**config.mk**
```make
export PLATFORM = sky130hd
export DESIGN_NAME = nes_controller_reader_flat
export DESIGN_NICKNAME = d
export VERILOG_FILES = /design/src/rtl/nes_controller_reader_if.sv /design/src/rtl/nes_controller_reader.sv /design/src/flat_wrapper.sv
export SDC_FILE = /design/constraint.sdc
export NUM_CORES = 1
export LEC_CHECK = 0
export BUFFER_PORTS_ARGS = -buffer_cell sky130_fd_sc_hd__clkbuf_2
export CORE_MARGIN = 10
export CORE_UTILIZATION = 50
export CTS_CLUSTER_DIAMETER = 30
export DETAILED_ROUTE_END_ITERATION = 7
export GPL_TIMING_DRIVEN = 0
export PLACE_DENSITY = 0.69
export SLEW_MARGIN = 15
export SYNTH_ARGS = -nofsm -noshare
export SYNTH_HDL_FRONTEND = slang
export SYNTH_SLANG_ARGS = --single-unit
```
**constraint.sdc**
```tcl
create_clock -name clk -period 2.4 [get_ports clk]
set_input_delay 0.36 -clock clk [delete_from_list [all_inputs] [get_ports clk]]
set_output_delay 0.36 -clock clk [all_outputs]
set_load 0.02 [all_outputs]
```
**src/rtl/nes_controller_reader_if.sv**
```systemverilog
// nes_controller_reader_if
//   Groups the request and status signals of the NES controller reader, and the
//   controller-side pins.
//   master : the reader. It drives nes_latch, nes_clk, buttons, valid and busy,
//            and it samples start and nes_data.
//   slave  : the environment. It drives start and nes_data, and it observes
//            the reader outputs.
interface nes_controller_reader_if;
  logic       start;      // read request (frame_end)
  logic       nes_data;   // serial data from the controller, active-low
  logic       nes_latch;  // controller latch strobe
  logic       nes_clk;    // controller shift clock, idle low
  logic [7:0] buttons;    // last completed read, 1 = pressed
  logic       valid;      // one-cycle pulse when buttons updates
  logic       busy;       // read in progress

  modport master (
    input  start, nes_data,
    output nes_latch, nes_clk, buttons, valid, busy
  );

  modport slave (
    output start, nes_data,
    input  nes_latch, nes_clk, buttons, valid, busy
  );
endinterface

```
**src/rtl/nes_controller_reader.sv**
```systemverilog
// nes_controller_reader
//   Reads an NES controller. A start request latches the pad and then clocks
//   out 8 serial bits. The bit order is A, B, Select, Start, Up, Down, Left,
//   Right. The result is published on buttons with a one-cycle valid pulse.
//   Ports:
//     clk   : system clock, rising edge
//     reset : asynchronous, active-high
//     bus   : nes_controller_reader_if.master
//             inputs  : start, nes_data
//             outputs : nes_latch, nes_clk, buttons, valid, busy
//   Parameters:
//     LATCH_CYCLES : nes_latch high time, in clk cycles
//     HALF_CYCLES  : length of each nes_clk low phase and each high phase
module nes_controller_reader #(
  parameter int LATCH_CYCLES = 300,
  parameter int HALF_CYCLES  = 150
) (
  input logic                     clk,
  input logic                     reset,
  nes_controller_reader_if.master bus
);

  typedef enum logic [2:0] {IDLE, LATCH, READ_LOW, READ_HIGH, DONE} state_t;

  localparam int MAXC = (LATCH_CYCLES > HALF_CYCLES) ? LATCH_CYCLES : HALF_CYCLES;
  localparam int CW   = $clog2(MAXC + 1);
  localparam logic [CW-1:0] LATCH_LD = CW'(LATCH_CYCLES - 1);
  localparam logic [CW-1:0] HALF_LD  = CW'(HALF_CYCLES - 1);

  state_t        state_q;
  logic [CW-1:0] cnt_q;     // counts down to 0 within the current phase
  logic [2:0]    idx_q;     // index of the bit being read
  logic [7:0]    shift_q;   // partial result; it is never visible on buttons
  logic [7:0]    buttons_q;
  logic [1:0]    sync_q;    // nes_data synchronizer, [1] is the safe value
  logic          latch_q, nclk_q, valid_q, busy_q;

  always_ff @(posedge clk or posedge reset) begin
    if (reset) sync_q <= 2'b00;
    else       sync_q <= {sync_q[0], bus.nes_data};
  end

  always_ff @(posedge clk or posedge reset) begin
    if (reset) begin
      state_q   <= IDLE;
      cnt_q     <= '0;
      idx_q     <= 3'd0;
      shift_q   <= 8'h00;
      buttons_q <= 8'h00;
      latch_q   <= 1'b0;
      nclk_q    <= 1'b0;
      valid_q   <= 1'b0;
      busy_q    <= 1'b0;
    end else begin
      valid_q <= 1'b0;
      case (state_q)
        IDLE: begin
          if (bus.start) begin
            state_q <= LATCH;
            cnt_q   <= LATCH_LD;
            idx_q   <= 3'd0;
            latch_q <= 1'b1;
            busy_q  <= 1'b1;
          end
        end
        LATCH: begin
          if (cnt_q == '0) begin
            state_q <= READ_LOW;
            cnt_q   <= HALF_LD;
            latch_q <= 1'b0;
          end else begin
            cnt_q <= cnt_q - 1'b1;
          end
        end
        READ_LOW: begin
          if (cnt_q == '0) begin
            // Sample at the end of the low phase. Data has then been stable
            // since the previous nes_clk rise, including the synchronizer delay.
            shift_q[idx_q] <= ~sync_q[1];
            if (idx_q == 3'd7) begin
              state_q <= DONE;
              cnt_q   <= '0;
            end else begin
              state_q <= READ_HIGH;
              cnt_q   <= HALF_LD;
              nclk_q  <= 1'b1;
            end
          end else begin
            cnt_q <= cnt_q - 1'b1;
          end
        end
        READ_HIGH: begin
          if (cnt_q == '0) begin
            state_q <= READ_LOW;
            cnt_q   <= HALF_LD;
            nclk_q  <= 1'b0;
            idx_q   <= idx_q + 3'd1;
          end else begin
            cnt_q <= cnt_q - 1'b1;
          end
        end
        DONE: begin
          // start is ignored here. The earliest possible restart comes after
          // one IDLE cycle.
          buttons_q <= shift_q;
          valid_q   <= 1'b1;
          busy_q    <= 1'b0;
          state_q   <= IDLE;
          cnt_q     <= '0;
        end
        default: begin
          state_q <= IDLE;
          cnt_q   <= '0;
          latch_q <= 1'b0;
          nclk_q  <= 1'b0;
          busy_q  <= 1'b0;
        end
      endcase
    end
  end

  assign bus.nes_latch = latch_q;
  assign bus.nes_clk   = nclk_q;
  assign bus.buttons   = buttons_q;
  assign bus.valid     = valid_q;
  assign bus.busy      = busy_q;

endmodule

```
**src/flat_wrapper.sv**
```systemverilog
// flat-port wrapper written by rule: the top's interface ports become plain ports
module nes_controller_reader_flat 
#(
  parameter int LATCH_CYCLES = 300,
  parameter int HALF_CYCLES  = 150
)
  (clk, reset, bus_start, bus_nes_data, bus_nes_latch, bus_nes_clk, bus_buttons, bus_valid, bus_busy);
  nes_controller_reader_if bus_i ();
  input logic clk;
  input logic reset;
  input wire logic [$bits(bus_i.start)-1:0] bus_start;
  input wire logic [$bits(bus_i.nes_data)-1:0] bus_nes_data;
  output wire logic [$bits(bus_i.nes_latch)-1:0] bus_nes_latch;
  output wire logic [$bits(bus_i.nes_clk)-1:0] bus_nes_clk;
  output wire logic [$bits(bus_i.buttons)-1:0] bus_buttons;
  output wire logic [$bits(bus_i.valid)-1:0] bus_valid;
  output wire logic [$bits(bus_i.busy)-1:0] bus_busy;
  assign bus_i.start = bus_start;
  assign bus_i.nes_data = bus_nes_data;
  assign bus_nes_latch = bus_i.nes_latch;
  assign bus_nes_clk = bus_i.nes_clk;
  assign bus_buttons = bus_i.buttons;
  assign bus_valid = bus_i.valid;
  assign bus_busy = bus_i.busy;
  nes_controller_reader #(.LATCH_CYCLES(LATCH_CYCLES), .HALF_CYCLES(HALF_CYCLES)) u_core (.clk(clk), .reset(reset), .bus(bus_i));
endmodule
```
Word level (Yosys, flattened, before mapping)
Cells that the tools add are included.
Storage, ports and cells
  register bits after elaboration: 37
  input bits: 4
  output and inout bits: 12
  logic and storage cells: 67
Cells by class
  add/sub/neg operators: 2
  $lt $le $gt $ge: 2
  eq/ne operators: 11
  muxes and demuxes: 24
  bitwise gates (word level): 4
  reduce and logical (&&, ||, !) cells: 14
Operators with widths (count)
  $mux W9: 3
  $pmux W9 S3: 1
  $mux W3: 6
  $logic_not A9 Y1: 1
  $pmux W3 S3: 1
  $reduce_and A3 Y1: 3
  $reduce_or A3 Y1: 3
  $sub A9 B1 Y9 const B: 1
  $bwmux W8: 1
  $mux W8: 1
  $ne A2 B1 Y1 const B: 4
  $eq A3 B2 Y1 const B: 2
  $eq A3 B3 Y1 const B: 2
  $mux W1: 6
  $pmux W1 S3: 2
  $pmux W3 S2: 1
  $lt A3 B4 Y1 const B: 1
  $ne A2 B2 Y1 const B: 2
  $not A1 Y1: 4
  $reduce_and A2 Y1: 2
  $reduce_and A4 Y1: 1
  $add A3 B1 Y3 const B: 1
  $demux W1 S3: 1
  $eq A3 B1 Y1 const B: 1
  6 further kinds: 6

Logic depth before layout (Yosys ltp)
Gate-level depths: netlist of the first run.
  depth in word-level cells: 5
  mapped depth: 7
  depth with buffers taken out: 6

Worst setup path before layout of the first run
OpenSTA, ideal clock, no wires.
  path kind: reg2reg
  start: reg u_core.cnt_q[0]
  end: reg u_core.shift_q[0]
  library setup time: 0.079 ns
  arrival: 1.623 ns
  required time: 2.321 ns
  setup slack: 0.698 ns
  cell stages (with the launch flop): 7
  buffers on the path: 0
  clock period less this slack: 1.702 ns
  cell sequence: dfrtp_1 inv_1 ha_1 nor4b_4 nand3_2 nor4_2 mux2i_1
On the way
  word-level cells in the longest chain between the ends: 2
RTL lines
  from (decl): RTL line nes_controller_reader.sv:31  | logic [CW-1:0] cnt_q;
  from (signal assigned): RTL line nes_controller_reader.sv:72  | cnt_q <= cnt_q - 1'b1;
  from (signal assigned): RTL line nes_controller_reader.sv:89  | cnt_q <= cnt_q - 1'b1;
  from (signal assigned): RTL line nes_controller_reader.sv:99  | cnt_q <= cnt_q - 1'b1;
  $logic_not A9 Y1: RTL line nes_controller_reader.sv:76  | if (cnt_q == '0) begin
  $reduce_and A2 Y1 (no source line)
  to (signal, indexed assignment): RTL line nes_controller_reader.sv:79  | shift_q[idx_q] <= ~sync_q[1];
  to (decl): RTL line nes_controller_reader.sv:33  | logic [7:0] shift_q;
Every way passes these cells.
A chain may end at the register's enable or synchronous reset.

Worst setup path after layout of the first run
  start: reg u_core.cnt_q[0]
  end: reg u_core.shift_q[6]
Same word-level chain as after synthesis.

==> results.md, run 1 <==
- The portion of total power attributed to combinational logic is 0.240.
- The clock latency on the worst-skew pair is 0.29 ns.
- The net switching power is 618 uW.
- After detailed routing, the number of vias per cell comes to 5.77.
- The share of async-settable or async-resettable flops after synthesis is 1.00.
- The number of DRC violations after detailed routing is 0.
- The final-report hold violation count was 0.
- The count of placed standard cells in the final layout, fillers left out is 244.
- Internal power comes to 1220 uW.
- The number of global-route vias before repair is 1368.
- Measured along the y axis, the die boundary spans 80.7 um.
- Of all nets on the critical path, the largest fanout is 8.
- After layout, the design draws a total of between 1500 and 2000 uW.
- The sum of routed wire length over all layers is 3730 um.
- The leakage power figure is 0.000879 uW.
- The dominant cell type by area after synthesis is sky130_fd_sc_hd__dfrtp_1.
- The cell sitting at the root of the clock tree is a sky130_fd_sc_hd__clkbuf_8.
- The number of max-capacitance violations reported is 0.
- VDD sags by at most 0.453 mV.
- The number of clock buffers inserted by TritonCTS is 5.
- The CTS clock-pin slew for the worst setup and hold paths is 0.07 ns.
- The initial antenna violation count was 0.
- In this run, synthesis produced a sequential element count of 37.
- In the global route stage, overall resource usage came out at 0.126.
- The starting density of the core is 0.535.
- In this run, synthesis inferred 0 flip-flops with an integrated enable.
- The length in cells of the worst reg-to-reg path is 6.
- The power share of the sequential group is 0.482.
- The floorplan die width is a little over 80 um.
- The sum of negative setup slack is 0 ns.
- At the end of routability-driven placement, the weighted congestion stood at 0.834.
- Once detail routing completed, the nets flagged for antenna violations numbered 0.
- The final layout contains 206 nets.
- Setup repair after global routing left no endpoint under its margin.
- STA classifies the critical path startpoint as a flop.
- The routed length per instance is between 15 and 20 um.
- Based on the critical path, the design can be clocked at up to 0.485 GHz.
- The finished layout cell area is 2080 um^2.
- Buffers added to address setup during post-CTS repair amount to 0.
- The share of the Yosys chip area taken by registers is 0.503.
- For this run, the detailed router's first-pass iteration total came to 4.
- The primary flip-flop cell chosen by synthesis mapping is sky130_fd_sc_hd__dfrtp_1.
- The fraction of post-synthesis cell area in the top cell type by area is 0.503.
- After global routing the overflow that remains totals 0.
- Detailed placement finished with a half-perimeter wire length of 2700 um.
- The maximum clock skew at final layout is approximately 0.0042 ns.
- The number of nets produced by synthesis is 184.
- The type of element capturing the critical path is a flop.
- By area the synthesized netlist is led by sky130_fd_sc_hd__dfrtp_1 (50%), sky130_fd_sc_hd__mux2i_1 (4.9%), sky130_fd_sc_hd__mux2_2 (4.9%).
- Entering global routing, the biggest net connects 38 pins.
- The die area is 6510 um^2.
- The worst path needs 2.06 ns of the cycle, external delays included.
- In this run the count of I/O pins placed on the die edge is 16.
- The post-detailed-placement cell area is 1970 um^2.
- The mapped netlist covers 1840 um^2.
- In the final layout, the share of cells above drive strength 1 is 0.222.
- Data on the critical path arrives at its endpoint at 2.27 ns.
- The repair_antennas step left the layout with diodes totalling 0.
- The number of unique standard cell types used by synthesis is 42.
- Of the available clock period, the critical path in the final layout requires 0.859.
- Gates resized during post-CTS repair numbered 0.
- The share of total power dissipated in the clock network is 0.278.
- The slew at the pin closest to its max-slew limit is 0.739 ns.
- The number of buffers added on ports is 15.
- Setup violations remaining at the end of the flow were counted as 0.
- The first-pass GRT wire length is 6500 um.
- The area overhead of the layout relative to synthesis is 12.8%.
- The final number of max-transition violations is 0.
- The initialized floorplan defines 21 standard-cell rows.
- The level count of the clock H-tree is 2.
- Including well taps, the total number of placed cells is approximately 240.
- Counting every sink on the clock net gives 37.
- The vias after detailed routing is between 1000 and 1500.
- The area inside the core boundary is about 3400 um^2.
- The worst setup slack for register-to-register paths is between 0.3 and 0.4 ns.
- The total power divided by cell area is 883 nW/um^2.
- Dividing the synthesized area by the synthesized cell count gives roughly 10 um^2.
- After clock tree synthesis, the flow added hold-fix buffers numbering 0.
- The worst hold margin is 0.178 ns.
- Data on the critical path is required at its endpoint by 2.61 ns.
- TritonCTS built the clock tree.
- The min-delay analysis places its worst path in the category input port to async pin.
- The switching share of total power is 0.336.
- The run finished with clean final reports.
- The number of warning messages in the yosys log is 0.
- The first routing iteration left 187 violations.
- In the layout the commonest cells are sky130_fd_sc_hd__dfrtp_1 (37), sky130_fd_sc_hd__clkbuf_2 (15), sky130_fd_sc_hd__nand2_1 (14), sky130_fd_sc_hd__inv_1 (12), sky130_fd_sc_hd__a21oi_1 (11).
- The maximum clock insertion buffer count is 2.
- Leaving out fill and tap cells, the most frequent cell in the layout is sky130_fd_sc_hd__dfrtp_1.
- The synthesized netlist cell count is roughly 180.
- The normalized max-slew margin is 0.506.
- The category of the most critical setup path is flop to flop.
[critical path, cell delays in order (launching register included)]
cell,delay (ns)
sky130_fd_sc_hd__dfrtp_1,0.44
sky130_fd_sc_hd__inv_1,0.11
sky130_fd_sc_hd__ha_1,0.18
sky130_fd_sc_hd__nor4b_4,0.48
sky130_fd_sc_hd__nand3_2,0.22
sky130_fd_sc_hd__nor3_1,0.34
sky130_fd_sc_hd__mux2i_1,0.21
[flip-flops by register name, summed over array words and instances (netlist names)]
register / cells
u_core.sync_q: 2
u_core.bus.buttons: 8
u_core.cnt_q: 9
u_core.idx_q: 3
u_core.bus.valid: 1
u_core.state_q: 3
u_core.bus.nes_clk: 1
u_core.shift_q: 8
u_core.bus.nes_latch: 1
u_core.bus.busy: 1
[area by class of cell]
| cell class | count | area (um^2) |
|---|---|---|
| Tap cell | 46 | 57.6 |
| Clock buffer | 5 | 68.8 |
| Multi-Input combinational cell | 117 | 832 |
| Fill cell | 286 | 1360 |
| Buffer | 8 | 31.3 |
| Inverter | 14 | 52.6 |
| Sequential cell | 37 | 926 |
| Timing Repair Buffer | 15 | 75.1 |
| Clock inverter | 2 | 35.0 |
[cells in the mapped netlist, drive strengths merged, types with 6 or more instances]
master,number
nor2,8
o21ai,10
mux2i,9
mux2,8
nand3,8
a21oi,11
o31ai,6
nand2,14
dfrtp,37
clkbuf,6
nor3,7
inv,13
[cells by family after synthesis]
logic type | Yosys count | synth area share
AOI/OAI and AO/OA | 41 | 0.141
adders and majority gates | 4 | 0.0272
buffers and inverters | 22 | 0.0455
DFF | 37 | 0.503
muxes | 17 | 0.0978
and+or+nand+nor | 55 | 0.186
[path summary, 6_finish.rpt]
check | from | to
min reg2reg | u_core.sync_q[0] | u_core.sync_q[1]
max | u_core.cnt_q[0] | u_core.shift_q[6]
max in group asynchronous | reset | u_core.bus.buttons[7]
max reg2reg | u_core.cnt_q[0] | u_core.shift_q[6]
min | reset | u_core.bus.buttons[1]
min in group clk | bus_nes_data | u_core.sync_q[0]
[metal layers]
| metal | track usage | wire length (um) | up-vias |
|---|---|---|---|
| met1 | 0.164 | 1740 | 685 |
| met2 | 0.186 | 1730 | 34 |
| met5 | 0 | 0 | - |
| met4 | 0.0536 | 57 | 0 |
| li1 | - | - | 683 |
| met3 | 0.0412 | 203 | 6 |
[power by group through the flow]
| stage | clock (uW) | combinational (uW) | sequential, uW |
|---|---|---|---|
| 2_1_floorplan | 0 | 333 | 875 |
| 3_3_place_gp | 0 | 425 | 885 |
| 6_report | 511 | 441 | 885 |
| 5_1_grt | 549 | 506 | 899 |
| 4_1_cts | 528 | 441 | 880 |
| 3_5_place_dp | 0 | 438 | 892 |
[metrics by stage]
stage                     setup WS (ns)   util
final                             0.338  0.604
after global routing              0.135  0.604
after CTS                         0.342  0.604
after detailed placement          0.369  0.574
after global placement            0.434  0.574
after floorplan                   0.698      -
Power figures use the tool's default switching activity.
==> run 2: changes to the inputs <==
--- a/config.mk
+++ b/config.mk
@@ -8,10 +8,10 @@
 export BUFFER_PORTS_ARGS = -buffer_cell sky130_fd_sc_hd__clkbuf_2
 export CORE_MARGIN = 10
 export CORE_UTILIZATION = 50
-export CTS_CLUSTER_DIAMETER = 30
+export CTS_CLUSTER_DIAMETER = 60
 export DETAILED_ROUTE_END_ITERATION = 7
 export GPL_TIMING_DRIVEN = 0
-export PLACE_DENSITY = 0.69
+export PLACE_DENSITY = 0.71
 export SLEW_MARGIN = 15
 export SYNTH_ARGS = -nofsm -noshare
 export SYNTH_HDL_FRONTEND = slang
==> constraint.sdc (replaced) <==
create_clock -name clk -period 1.7 [get_ports clk]
set_input_delay 0.255 -clock clk [delete_from_list [all_inputs] [get_ports clk]]
set_output_delay 0.255 -clock clk [all_outputs]
set_load 0.02 [all_outputs]
==> run 2 against run 1 <==
Final cell count grew 4.9%. Via count grew 8.5%. Critical endpoint is now u_core.bus.nes_clk. Fmax rose by 22%. Highest routed layer unchanged. Clock power rose by 57%. Die area unchanged. Setup slack worse by 0.33 ns. Clock-buffer cell count up 1. Sequential share of layout area decreased by 4.7 points. Non-clock buffer count up 10. Largest power group unchanged. Sequential power is 41% higher. Combinational power rose by 110%. Critical path depth unchanged.
==> results.md, run 2 (synthesis gave the netlist of run 1 again) <==
- The upper clock frequency limit came to 0.590 GHz (+22%).
- The final count of negative-setup-slack endpoints came to 0 (unchanged).
- The die area is 6510 um^2 (unchanged).
- The area inside the core boundary is 3440 um^2 (unchanged).
- The starting density of the core came to 0.535 (unchanged).
- The number of max-capacitance violations reported is 0 (unchanged).
- The data required time of the critical path was 1.91 ns (-0.70 ns).
- The register with the highest flop count is u_core.cnt_q.
- The overall global routing resource usage is 0.145 (+0.0191).
- The pin count of the biggest net entering global routing came to 38 (unchanged).
- The number of cells on the worst hold path is 1.
- The I/O pin total is 16 (unchanged).
- The signal arrival time at the worst endpoint is 1.90 ns (-0.37 ns).
- The fill cell total of the finished layout is 266 (-7.0%).
- Traced cell by cell, the critical path runs through nor4b_4, buf_6, and2_4, buf_8, nand2_2, o31ai_2.
- The final critical-path share of the clock period came to 0.997 (+0.138).
- The post-detailed-placement cell area is 1970 um^2 (unchanged).
- The leakage power figure is 0.000945 uW (+7.5%).
- The share of cells above drive strength 1 is 0.352 (+0.130).
- The flip-flop count of the largest register, all copies and words added is 9 (unchanged).
- The remaining antenna violation count is 0 (unchanged).
- The maximum VDD drop was 0.888 mV (+96%).
- The final number of max-transition violations is 0 (unchanged).
- The final net count is 217 (+5.3%).
- The floorplan die width is 80.7 um (unchanged).
- The clock latency on the worst-skew pair is 0.30 ns (about the same).
- The number of buffers added on ports is 15 (unchanged).
- The clock period minus worst slack is 1.70 ns (-0.367 ns).
- The maximum fanout encountered on the critical timing path came to 8 (unchanged).
- The type of element capturing the critical path is a flop.
- Leaving out fill and tap cells, the most frequent cell in the layout is sky130_fd_sc_hd__dfrtp_1.
- The sum of negative setup slack is 0 ns (unchanged).
- The clock tree from TritonCTS is done.
- The number of global-route vias before repair is 1487 (+8.7%).
- The routed via count divided by cell count is 5.97 (+3.4%).
- The placer's final routability congestion estimate was 0.850 (+2.0%).
- The slew at the pin closest to its max-slew limit came to 0.760 ns (+0.0203 ns).
- The hold-critical path endpoint is u_core.sync_q[0].
- The finished layout cell area was 2330 um^2 (+12%).
- The flow ran to the end, and the final reports show no timing, DRC or antenna violations.
- The worst register-to-register path begins at u_core.cnt_q[2].
- The number of diodes added for antenna fixing came to 0 (unchanged).
- The length in cells of the worst reg-to-reg path is 6 (unchanged).
- The TritonCTS sink count is 37 (unchanged).
- The library cell contributing the largest single delay on the critical path is sky130_fd_sc_hd__dfrtp_1.
- The normalized max-slew margin is 0.493 (-0.0135).
- The half-perimeter wire length after detailed placement is 2790 um (+3.4%).
- In this run the worst setup path begins at u_core.cnt_q[2].
- Setup repair after global routing could not meet its margin everywhere.
- The number of instances in the placed design is 237 (unchanged).
- The row count is 21 (unchanged).
- The buffer cell driving the clock tree root is sky130_fd_sc_hd__clkbuf_8.
- The count of placed standard cells in the final layout, fillers left out is 256 (+4.9%).
- The initial antenna violation count is 0 (unchanged).
- The maximum clock insertion buffer count is 2 (unchanged).
- The level count of the clock H-tree is 2 (unchanged).
- The area overhead of the layout relative to synthesis is 26.4%.
- The type of the worst min-delay path is input port to flop.
- The first-pass GRT wire length was 7280 um (+12%).
- The length of the first detailed-routing pass in iterations is 4 (unchanged).
- The sum of routed wire length over all layers was 4540 um (+22%).
- By startpoint and endpoint, the worst setup path is classified as flop to flop.
- The routed length per instance is 17.8 um (+16%).
- Leaving out fill and tap cells, the most frequent cells in the layout are sky130_fd_sc_hd__dfrtp_1 (35), sky130_fd_sc_hd__clkbuf_2 (16), sky130_fd_sc_hd__nand2_1 (12), sky130_fd_sc_hd__a21oi_1 (10), sky130_fd_sc_hd__inv_1 (10).
- The number of DRC violations after detailed routing is 0 (unchanged).
- The total power after layout is 2960 uW (+61%).
- The final-report hold violation count came to 0 (unchanged).
- The maximum clock skew at final layout was 0.00749 ns (+0.00324 ns).
- The number of clock buffers inserted by TritonCTS came to 5 (unchanged).
- The endpoint identified for the worst register-to-register timing path is u_core.bus.nes_clk.
- The total power divided by cell area is 1270 nW/um^2 (+44%).
- The worst setup slack for register-to-register paths is 0.005 ns (-0.33 ns).
- The vias after detailed routing came to 1528 (+8.5%).
- The global route total overflow is 0 (unchanged).
- In this run the most critical hold path is launched from bus_nes_data.
- The worst setup path is launched from a flop.
- The die height is 80.7 um (unchanged).
- The initial DRC count is 157 (-16%).
- The CTS clock-pin slew for the worst setup and hold paths is 0.07 ns (about the same).
- The stage delay of the slowest cell on the critical path is 0.48 ns (about the same).
## run 2: worst max-delay path: cells and delay by family, from the launching register on
| kind | cells | cell delay, ns |
|---|---|---|
| flip-flops | 1 | 0.48 |
| AND/OR/NAND/NOR | 3 | 0.58 |
| buffers and inverters | 2 | 0.31 |
| AO/OA/AOI/OAI | 1 | 0.23 |
## run 2: layout make-up
class	instances	area [um^2]	area share
Multi-Input combinational cell	118	961	0.413
Sequential cell	37	928	0.399
Timing Repair Buffer	26	165	0.0710
Clock buffer	6	82.6	0.0355
Tap cell	46	57.6	0.0247
Inverter	14	56.3	0.0242
Buffer	7	38.8	0.0167
Clock inverter	2	37.5	0.0161
## run 2: power breakdown
group,switching (uW),internal (uW),total (uW)
clock network,325,477,802
registers,222,1030,1250
logic,493,416,908
## run 2: worst max-delay path by stage
stage	slack, ns	cells after the start	to
floorplan	-0.002	6	u_core.shift_q[0]
global placement	-0.27	6	u_core.shift_q[6]
detailed placement	-0.28	6	u_core.shift_q[0]
CTS	0.003	8	u_core.bus.nes_clk
global route	-0.05	7	u_core.idx_q[0]
finish	0.005	6	u_core.bus.nes_clk
## run 2: metrics by stage
step / hold WS [ns] / worst slack [ns] / utilization
after floorplan: 0.286 / -0.00190 / -
after global placement: 0.335 / -0.274 / 0.574
after detailed placement: 0.340 / -0.281 / 0.574
after CTS: 0.0538 / 0.00308 / 0.647
after global routing: 0.0481 / -0.0498 / 0.676
final: 0.0602 / 0.00492 / 0.676
## run 2: metal layers
metal	routed length (um)	global-route usage	up-vias	part of all wire
met3	256	0.0390	10	0.056
met1	1880	0.175	762	0.41
met4	80	0.0709	0	0.018
met5	0	0	-	0
met2	2320	0.232	54	0.51
li1	-	-	702	-
## run 2: timing repair
action                     CTS  global route
hold buffers                 0             0
gates cloned                 1             0
setup buffers                9             2
setup endpoints to repair   30            30
gates resized for setup     13            24
hold endpoints to repair     0             0
pin swaps                    3            10
==> run 3: changes to the inputs <==
--- a/config.mk
+++ b/config.mk
@@ -12,6 +12,7 @@
 export DETAILED_ROUTE_END_ITERATION = 7
 export GPL_TIMING_DRIVEN = 0
 export PLACE_DENSITY = 0.71
+export REMOVE_ABC_BUFFERS = 1
 export SLEW_MARGIN = 15
 export SYNTH_ARGS = -nofsm -noshare
 export SYNTH_HDL_FRONTEND = slang
==> run 3 against run 2 <==
The run now ends with negative setup slack left. Sequential power up 3%. Wire length down 12%. Sequential cell count unchanged. Fmax down 0.79%. Clock skew down 0.0052 ns. Final cell count down 3.9%. Total power down 3.0%. First-iteration DRC count up 13%. Clock power down 1%. Worst hold slack better by 0.0052 ns.
==> results.md, run 3 (synthesis gave the netlist of run 1 again) <==
- The type of the worst min-delay path is input port to flop.
- The total power divided by cell area is 1270 nW/um^2 (+0.13%).
- The data required time of the critical path came to 1.91 ns (about the same).
- The fill cell total of the finished layout was 277 (+4.1%).
- The post-detailed-placement cell area came to 1940 um^2 (-1.6%).
- The number of max-capacitance violations reported came to 0 (unchanged).
- The starting density of the core was 0.535 (unchanged).
- The flip-flop count of the largest register, all copies and words added is 9 (unchanged).
- The I/O pin total was 16 (unchanged).
- The final critical-path share of the clock period is 1.01 (+0.00793).
- The number of instances in the placed design is 229 (-3.4%).
- The nature of the critical path startpoint is a flop.
- The half-perimeter wire length after detailed placement was 2580 um (-7.5%).
- The routed via count divided by cell count is 5.85 (-2.1%).
- The slew at the pin closest to its max-slew limit is 0.757 ns (-0.00269 ns).
- The area overhead of the layout relative to synthesis is 22.4%.
- The worst setup path is of the flop to flop kind.
- The vias after detailed routing is 1438 (-5.9%).
- The footprint of the multi-input gates is 947 um^2 (-1.4%).
- The sum of routed wire length over all layers came to 3990 um (-12%).
- The first-pass GRT wire length was 6610 um (-9.2%).
- The initial DRC count is 177 (+13%).
- The number of diodes added for antenna fixing is 0 (unchanged).
- The number of clock buffers inserted by TritonCTS is 5 (unchanged).
- The setup slack of the critical path after layout is -0.00856 ns (-0.0135 ns).
- The register area is 930 um^2 (+0.13%).
- The area inside the core boundary was 3440 um^2 (unchanged).
- TritonCTS built the clock tree.
- The type of element capturing the critical path is a flop.
- The checks that failed: negative setup slack.
- The leakage power figure was 0.000921 uW (-2.6%).
- The CTS clock-pin slew for the worst setup and hold paths is 0.07 ns (about the same).
- The placer's final routability congestion estimate came to 0.886 (+4.1%).
- The global route total overflow is 0 (unchanged).
- Ranked by flip-flop count, first place goes to u_core.cnt_q.
- The die area is 6510 um^2 (unchanged).
- The library cells used most frequently in the layout, excluding fill and tap cells, are sky130_fd_sc_hd__dfrtp_1 (34), sky130_fd_sc_hd__clkbuf_2 (15), sky130_fd_sc_hd__nand2_1 (14), sky130_fd_sc_hd__a21oi_1 (10), sky130_fd_sc_hd__inv_1 (10).
- The remaining antenna violation count is 0 (unchanged).
- The floorplan die width came to 80.7 um (unchanged).
- The maximum VDD drop is 0.622 mV (-30%).
- The post-layout utilization of the core is 0.655 (-0.0211).
- The share of cells above drive strength 1 was 0.355 (+0.00262).
- The level count of the clock H-tree is 2 (unchanged).
- The number of global-route vias before repair came to 1395 (-6.2%).
- The die height is 80.7 um (unchanged).
- The maximum clock insertion buffer count is 2 (unchanged).
- The final count of negative-setup-slack endpoints is 1 (+1).
- The count of placed standard cells in the final layout, fillers left out came to 246 (-3.9%).
- The routed length per instance is 16.2 um (-8.7%).
- The length of the first detailed-routing pass in iterations is 4 (unchanged).
- The maximum clock skew at final layout is 0.00231 ns (-0.00517 ns).
- The final number of max-transition violations is 0 (unchanged).
- The clock period minus worst slack is 1.71 ns (+0.0135 ns).
- The run finished, with violations left.
- The overall global routing resource usage is 0.127 (-0.0180).
- The finished layout cell area is 2250 um^2 (-3.1%).
- Setup repair after global routing could not meet its margin everywhere.
- The buffer cell driving the clock tree root is sky130_fd_sc_hd__clkbuf_8.
- The signal arrival time at the worst endpoint is 1.92 ns (+0.02 ns).
- The final-report hold violation count was 0 (unchanged).
- The clock latency on the worst-skew pair is 0.29 ns (about the same).
- The number of DRC violations after detailed routing was 0 (unchanged).
- The commonest non-fill, non-tap cell in the layout is sky130_fd_sc_hd__dfrtp_1.
- The upper clock frequency limit came to 0.585 GHz (-0.79%).
- The maximum fanout encountered on the critical timing path is 2 (-6).
- The number of buffers added on ports is 15 (unchanged).
- The final net count is 207 (-4.6%).
- The TritonCTS sink count is 37 (unchanged).
- The pin count of the biggest net entering global routing is 38 (unchanged).
- The normalized max-slew margin is 0.495 (+0.00179).
- The initial antenna violation count was 0 (unchanged).
- The row count came to 21 (unchanged).
## run 3: changes by cell type in the layout (fill, tap and decap cells not counted), sizes merged
cell and delta:
clkinv +1, clkinvlp -1, nor2 -1, buf -4
clkbuf -5
## run 3: area by class of cell
type | instances | area share
multi-input cells | 117 | 0.420
inverters | 14 | 0.0239
repair buffers | 24 | 0.0649
flip-flops and latches | 37 | 0.412
clock buffers | 6 | 0.0366
clock inverters | 2 | 0.0166
well taps | 46 | 0.0255
## run 3: worst max-delay path, cell delays in order, from the launching register on
cell,delay [ns]
sky130_fd_sc_hd__dfrtp_1,0.39
sky130_fd_sc_hd__inv_2,0.08
sky130_fd_sc_hd__ha_4,0.13
sky130_fd_sc_hd__or4b_2,0.64
sky130_fd_sc_hd__a21boi_2,0.15
sky130_fd_sc_hd__o21ai_0,0.10
sky130_fd_sc_hd__a21oi_1,0.14
## run 3: worst paths after layout
check,end,cells past startpoint,startpoint,slack (ns)
setup / recovery,u_core.cnt_q[7],6,u_core.cnt_q[1],-0.009
hold / removal,u_core.sync_q[0],1,bus_nes_data,0.07
setup reg to reg,u_core.cnt_q[7],6,u_core.cnt_q[1],-0.009
hold reg to reg,u_core.sync_q[1],0,u_core.sync_q[0],0.35
max in group asynchronous,u_core.state_q[1],2,reset,1.09
min in group asynchronous,u_core.bus.valid,2,reset,0.08
## run 3: power by group
part / internal (uW) / switching, uW
clock: 477 / 315
combinational: 382 / 414
sequential: 1030 / 257
## run 3: through the flow
step                total power (uW)  TNS (ns)  hold WS [ns]  worst slack, ns
floorplan                       1690  -0.00426         0.286         -0.00213
global placement                1830     -6.12         0.332           -0.299
detailed placement              1860     -6.32         0.335           -0.326
CTS                             2760    -0.118        0.0582          -0.0299
global route                    3030    -0.528        0.0634          -0.0903
finish                          2870  -0.00856        0.0654         -0.00856
## run 3: what timing repair did
| item | in CTS | in global routing |
|---|---|---|
| resized for setup | 9 | 24 |
| setup endpoints to repair | 29 | 22 |
| setup buffers | 8 | 1 |
| hold buffers | 0 | 0 |
| pin swaps | 4 | 5 |
## run 3: layer usage
layer / vias up / GRT usage / wire (um)
met1: 707 / 0.155 / 1670
li1: 685 / - / -
met5: - / 0 / 0
met4: 0 / 0.0467 / 52
met2: 40 / 0.201 / 2010
met3: 6 / 0.0445 / 257
